===== config.mk =====
export PLATFORM = sky130hd
export DESIGN_NAME = pipeline_ctrl
export DESIGN_NICKNAME = d
export VERILOG_FILES = /design/src/rtl/riscv_pkg.sv /design/src/rtl/pipeline_ctrl_load_use_detect.sv /design/src/rtl/pipeline_ctrl.sv
export SDC_FILE = /design/constraint.sdc
export NUM_CORES = 1
export LEC_CHECK = 0
export ABC_AREA = 1
export CAP_MARGIN = 15
export CORE_UTILIZATION = 45
export DETAILED_ROUTE_END_ITERATION = 12
export GPL_ROUTABILITY_DRIVEN = 0
export PLACE_DENSITY = 0.77
export SLEW_MARGIN = 20
export SYNTH_ARGS = -nofsm -noshare
export SYNTH_HDL_FRONTEND = slang
export SYNTH_SLANG_ARGS = --single-unit

===== constraint.sdc =====
create_clock -name clk -period 1.7 [get_ports clk]
set_input_delay 0.255 -clock clk [delete_from_list [all_inputs] [get_ports clk]]
set_output_delay 0.255 -clock clk [all_outputs]
set_load 0.05 [all_outputs]

===== src/rtl/riscv_pkg.sv =====
// Shared RV32I opcode constants, sequencer action encoding and shadow-register
// layout for the pipeline control slice.
package riscv_pkg;

  localparam logic [6:0] LOAD   = 7'b0000011;
  localparam logic [6:0] STORE  = 7'b0100011;
  localparam logic [6:0] BRANCH = 7'b1100011;
  localparam logic [6:0] OP     = 7'b0110011;
  localparam logic [6:0] LUI    = 7'b0110111;
  localparam logic [6:0] AUIPC  = 7'b0010111;
  localparam logic [6:0] JAL    = 7'b1101111;
  localparam logic [6:0] JALR   = 7'b1100111;

  // Same encoding as the hazard unit's pipeline_state bus
  typedef enum logic [1:0] {
    ST_RUN   = 2'b00,
    ST_LOAD  = 2'b01,
    ST_MEMW  = 2'b10,
    ST_FLUSH = 2'b11
  } state_e;

  typedef struct packed {
    logic       valid;
    logic [6:0] op;
    logic [4:0] rd;
  } shadow_t;

  localparam shadow_t SHADOW_BUBBLE = '{valid: 1'b0, op: 7'd0, rd: 5'd0};

endpackage


===== src/rtl/pipeline_ctrl_load_use_detect.sv =====
// Load-use hazard detection: an ID instruction reading the destination of a
// load currently in EX.
module load_use_detect
  import riscv_pkg::*;
(
  input  logic       id_valid,
  input  logic [6:0] id_opcode,
  input  logic [4:0] id_rs1,
  input  logic [4:0] id_rs2,
  input  logic       ex_valid,
  input  logic [6:0] ex_op,
  input  logic [4:0] ex_rd,
  output logic       uses_rs1,
  output logic       uses_rs2,
  output logic       load_use
);

  // Register-usage decode and hazard compare; x0 never creates a dependency
  always_comb begin
    uses_rs1 = 1'b1;
    uses_rs2 = 1'b0;
    load_use = 1'b0;
    if ((id_opcode == LUI) || (id_opcode == AUIPC) || (id_opcode == JAL)) begin
      uses_rs1 = 1'b0;
    end else begin
      uses_rs1 = 1'b1;
    end
    if ((id_opcode == OP) || (id_opcode == STORE) || (id_opcode == BRANCH)) begin
      uses_rs2 = 1'b1;
    end else begin
      uses_rs2 = 1'b0;
    end
    if (ex_valid && (ex_op == LOAD) && (ex_rd != 5'd0) && id_valid) begin
      load_use = (uses_rs1 && (id_rs1 == ex_rd)) || (uses_rs2 && (id_rs2 == ex_rd));
    end else begin
      load_use = 1'b0;
    end
  end

endmodule


===== src/rtl/pipeline_ctrl.sv =====
// Pipeline sequencer: arbitrates memory wait, taken-branch flush and load-use
// bubbles, drives pipeline-register enables/flushes and counts stall cycles.
module pipeline_ctrl
  import riscv_pkg::*;
#(
  parameter int FLUSH_EXTRA = 1,
  parameter int CNT_W       = 16
) (
  input  logic             clk,
  input  logic             rst_n,
  input  logic             id_valid,
  input  logic [6:0]       id_opcode,
  input  logic [4:0]       id_rs1,
  input  logic [4:0]       id_rs2,
  input  logic [4:0]       id_rd,
  input  logic             br_taken_ex,
  input  logic             mem_wait,
  output logic             pc_en,
  output logic             if_id_en,
  output logic             if_id_flush,
  output logic             id_ex_flush,
  output logic             ex_mem_en,
  output logic             stall,
  output logic [1:0]       pipeline_state,
  output logic [CNT_W-1:0] stall_cycles
);

  state_e           state_q, state_d;
  logic [2:0]       flush_cnt_q, flush_cnt_d;
  shadow_t          ex_q, ex_d, mem_q, mem_d;
  logic [CNT_W-1:0] stall_cnt_q, stall_cnt_d;
  logic             uses_rs1, uses_rs2, load_use;

  load_use_detect u_load_use_detect (
    .id_valid  (id_valid),
    .id_opcode (id_opcode),
    .id_rs1    (id_rs1),
    .id_rs2    (id_rs2),
    .ex_valid  (ex_q.valid),
    .ex_op     (ex_q.op),
    .ex_rd     (ex_q.rd),
    .uses_rs1  (uses_rs1),
    .uses_rs2  (uses_rs2),
    .load_use  (load_use)
  );

  // Priority arbitration, next state, shadow advance and output decode
  always_comb begin
    state_d        = state_q;
    flush_cnt_d    = flush_cnt_q;
    ex_d           = ex_q;
    mem_d          = mem_q;
    pc_en          = 1'b0;
    if_id_en       = 1'b0;
    if_id_flush    = 1'b0;
    id_ex_flush    = 1'b0;
    ex_mem_en      = 1'b0;
    stall          = 1'b0;
    pipeline_state = ST_RUN;

    if (mem_wait) begin
      stall          = 1'b1;
      pipeline_state = ST_MEMW;
      state_d        = ST_MEMW;
      flush_cnt_d    = 3'd0;
    end else if (br_taken_ex || (state_q == ST_FLUSH)) begin
      // Front end refetches while the wrong-path instructions drain as bubbles
      pc_en          = 1'b1;
      if_id_flush    = 1'b1;
      id_ex_flush    = 1'b1;
      ex_mem_en      = 1'b1;
      stall          = 1'b1;
      pipeline_state = ST_FLUSH;
      mem_d          = ex_q;
      ex_d           = SHADOW_BUBBLE;
      if (br_taken_ex) begin
        if (FLUSH_EXTRA > 0) begin
          state_d     = ST_FLUSH;
          flush_cnt_d = 3'(FLUSH_EXTRA);
        end else begin
          state_d     = ST_RUN;
          flush_cnt_d = 3'd0;
        end
      end else if (flush_cnt_q <= 3'd1) begin
        state_d     = ST_RUN;
        flush_cnt_d = 3'd0;
      end else begin
        state_d     = ST_FLUSH;
        flush_cnt_d = flush_cnt_q - 3'd1;
      end
    end else if (load_use) begin
      id_ex_flush    = 1'b1;
      ex_mem_en      = 1'b1;
      stall          = 1'b1;
      pipeline_state = ST_LOAD;
      state_d        = ST_LOAD;
      mem_d          = ex_q;
      ex_d           = SHADOW_BUBBLE;
    end else begin
      pc_en          = 1'b1;
      if_id_en       = 1'b1;
      ex_mem_en      = 1'b1;
      state_d        = ST_RUN;
      mem_d          = ex_q;
      ex_d           = '{valid: id_valid, op: id_opcode, rd: id_rd};
    end

    if (stall && (stall_cnt_q != {CNT_W{1'b1}})) begin
      stall_cnt_d = stall_cnt_q + {{(CNT_W-1){1'b0}}, 1'b1};
    end else begin
      stall_cnt_d = stall_cnt_q;
    end

    // Hold the pipeline frozen and cleared for as long as reset is low
    if (!rst_n) begin
      pc_en          = 1'b0;
      if_id_en       = 1'b0;
      ex_mem_en      = 1'b0;
      if_id_flush    = 1'b1;
      id_ex_flush    = 1'b1;
      stall          = 1'b0;
      pipeline_state = ST_RUN;
    end else begin
      pipeline_state = pipeline_state;
    end
  end

  // State, flush counter, shadows and stall counter
  always_ff @(posedge clk or negedge rst_n) begin
    if (!rst_n) begin
      state_q     <= ST_RUN;
      flush_cnt_q <= 3'd0;
      ex_q        <= SHADOW_BUBBLE;
      mem_q       <= SHADOW_BUBBLE;
      stall_cnt_q <= {CNT_W{1'b0}};
    end else begin
      state_q     <= state_d;
      flush_cnt_q <= flush_cnt_d;
      ex_q        <= ex_d;
      mem_q       <= mem_d;
      stall_cnt_q <= stall_cnt_d;
    end
  end

  assign stall_cycles = stall_cnt_q;

endmodule

==> summary.md <==
| Metric | Value |
|---|---|
| N_diodes | `0` |
| Routed Antenna Nets | `0` |
| Maximum root-to-sink buffer count | `2` |
| Leading post-synthesis cells by cell area | `dfrtp_1, nand2_1, nand3_1` |
| # IOs | `51` |
| Post-Syn Area | `0.00209 sq mm` |
| DIE AREA | `0.00492 sq mm` |
| Worst setup margin | `-350 ps` |
| Synth unique cells | `31` |
| Via count | `2244` |
| Final WL | `6280 um` |
| Cells after Synth | `281` |
| Die W | `70.2 um` |
| Critical Path End Type | `primary output` |
| Initial core utilization | `47.4%` |
| Slew headroom | `75.6%` |
| Tmin final | `2050 ps` |
| Crit path arrival time | `1790 ps` |
| Core area | `0.00441 sq mm` |
| Yosys top cell by area | `dfrtp_1` |
| DR WL/cell | `14.6 um` |
| Unrepaired setup endpoints after global routing | `true` |
| Remaining Overflow, GRT | `0` |
| Worst R2R Path Depth | `11` |
| Syn_nets | `311` |
| Worst Setup Start Kind | `input pin` |
| Initial antenna violation count | `0` |
| Final Net Count | `408` |
| Avg Inst Size Synth | `7.44 sq um` |
| Yosys warns | `0` |
| Area Overhead vs Synth | `57.3%` |
| Clk sinks | `34` |
| Failing checks | `setup timing` |
| Num CTS Buffers | `5` |
| Die Height | `70.2 um` |
| Storage element area | `863 sq um` |
| Power per cell area | `849 mW/mm^2` |
| DRC viols | `0` |
| Detailed placement HPWL | `4060 um` |
| Hold slack | `62.6 ps` |
| Leakage | `1.63 nW` |
| Root buffer cell | `clkbuf_8` |
| # setup viols final | `24` |
| Clock transition at path regs | `80 ps` |
| Final Hold Vio Count | `0` |
| Register bit total from synthesis | `34` |
| Run status | `complete, but fails checks` |
| First-pass DRT Iterations | `4` |
| # port buffers | `50` |
| Total chip power | `0.00279 W` |
| Period utilization | `121%` |
| Actual slew at the worst max-slew pin | `364 ps` |
| FFs w/ async S/R, synth | `100%` |
| Top-count cell post-synth | `nand2_1` |
| Cell count after placement | `412` |
| H-tree Lvls | `2` |
| Post-synthesis sequential area ratio | `40.7%` |
| Ys flop type | `dfrtp_1` |
| Crit Path Class | `in2out` |
| Vias in the first global route | `2191` |
| Num rows | `24` |
| Peak VDD IR | `960 uV` |
| Slew Viols, Final | `0` |
| Area of the multi-input gates | `0.00122 sq mm` |
| Worst min-delay path class | `in2async` |
| Largest net degree at the start of global routing | `17` |
| Synth cell count leaders | `nand2_1, inv_1, dfrtp_1` |
| Filler cells | `321` |
| Layout Cells excl Fill | `431` |
| GRT Overall Usage | `25.6%` |
| Share of the synthesized area in the top cell type | `40.7%` |
| Via-per-instance ratio | `5.21` |
| First DRT Iteration DRCs | `106` |
| CTS tree | `yes` |
| Clk_lat worst skew | `290 ps` |
| Achievable Freq | `488 MHz` |
| Share of layout cells above drive strength 1 | `33.0%` |
| Required time of the critical path | `1440 ps` |
| First-pass GRT wire length | `9830 um` |
| Reported max-cap violation count | `0` |
| Clock skew | `13.9 ps` |
| Number of synthesized flops with an enable pin | `0` |
| CP Max Fanout | `4` |
cell type report:
cell class | instances | area share (%)
Clock buffer | 7 | 2.62
Clock inverter | 1 | 0.152
Inverter | 41 | 4.75
Multi-Input combinational cell | 200 | 37.1
Sequential cell | 34 | 26.2
Tap cell | 52 | 1.98
Timing Repair Buffer | 96 | 27.1
report_power, final:
part           internal, W  total (W)  switching (W)
Sequential        0.000923    0.00107       0.000148
Clock             0.000327   0.000634       0.000307
Combinational     0.000433    0.00109       0.000655
state kept, by name, indices dropped and copies added, names as in the netlist:
signal,flops
flush_cnt_q,3
stall_cycles,16
state_q,2
ex_q,13
final timing paths:
kind	slack, ps	startpoint	endpoint
worst min-delay path	60	rst_n	flush_cnt_q[2]
worst min register to register	510	ex_q[7]	ex_q[7]
worst max register to register	-70	ex_q[4]	stall_cycles[6]
min in group clk	420	id_opcode[1]	ex_q[6]
worst max-delay path	-350	id_rs2[1]	pc_en
max in group asynchronous	940	rst_n	stall_cycles[1]
kinds of logic (layout without fill, tap and decap cells):
family / after synthesis / after routing / synth area share (%)
AND/OR/NAND/NOR: 156 / 157 / 34.3
buffers and inverters: 48 / 145 / 9.93
flip-flops: 34 / 34 / 40.7
AO/OA/AOI/OAI: 23 / 23 / 6.16
XOR/XNOR: 17 / 17 / 7.12
adder cells (fa/ha/maj): 3 / 3 / 1.80
timing repair:
item / 4_1_cts / 5_1_grt
resized for setup: 32 / 20
buffers inserted: 3 / 6
endpoints found under the hold margin: 7 / 2
pin swaps: 13 / 11
hold buffers: 2 / 1
setup endpoints to repair: 29 / 30
gates cloned: 0 / 1
cells in the final DEF, fill, tap and decap left out, types with 3 or more instances in the layout:
master and n:
a21oi_4 3, buf_12 7, buf_4 56, buf_6 4
clkbuf_8 6, clkdlybuf4s50_1 16, dfrtp_1 24, dfrtp_2 10
dlygate4sd2_1 7, inv_1 36, inv_2 4, nand2_1 78
nand2_2 5, nand3_1 29, nand3_2 5, nand4_1 3
nor2_1 14, nor2_4 4, nor3_1 3, nor3_2 4
nor3_4 3, o21ai_0 8, o21ai_1 3, o22ai_1 3
xnor2_1 8, xor2_1 9
per-layer routing:
metal	vias to the layer above	share of wire (%)	track usage (%)
li1	1085	-	-
met1	1063	42	29.2
met2	82	51	45.3
met3	14	4.8	5.34
met4	0	2.5	12.7
met5	-	0	0
per-stage QoR:
step	worst slack [ps]	TNS [ps]	util, %	instance area, sq um
4_1_cts	-271	-1240	72.0	3180
3_5_place_dp	-520	-13030	66.7	2950
6_report	-350	-2340	74.5	3290
5_1_grt	-418	-4300	74.5	3290
2_1_floorplan	-131	-131	-	2160
3_3_place_gp	-425	-10200	66.7	2950
worst max-delay path, cell delays in order:
cell	delay, ps
clkdlybuf4s50_1	500
inv_1	50
nand2_1	50
nand2_1	60
nor3_2	170
nand2_1	100
nand2_2	140
nand2_4	110
o21ai_2	140
inv_1	60
buf_6	150
(Power assumes the default switching activity.)
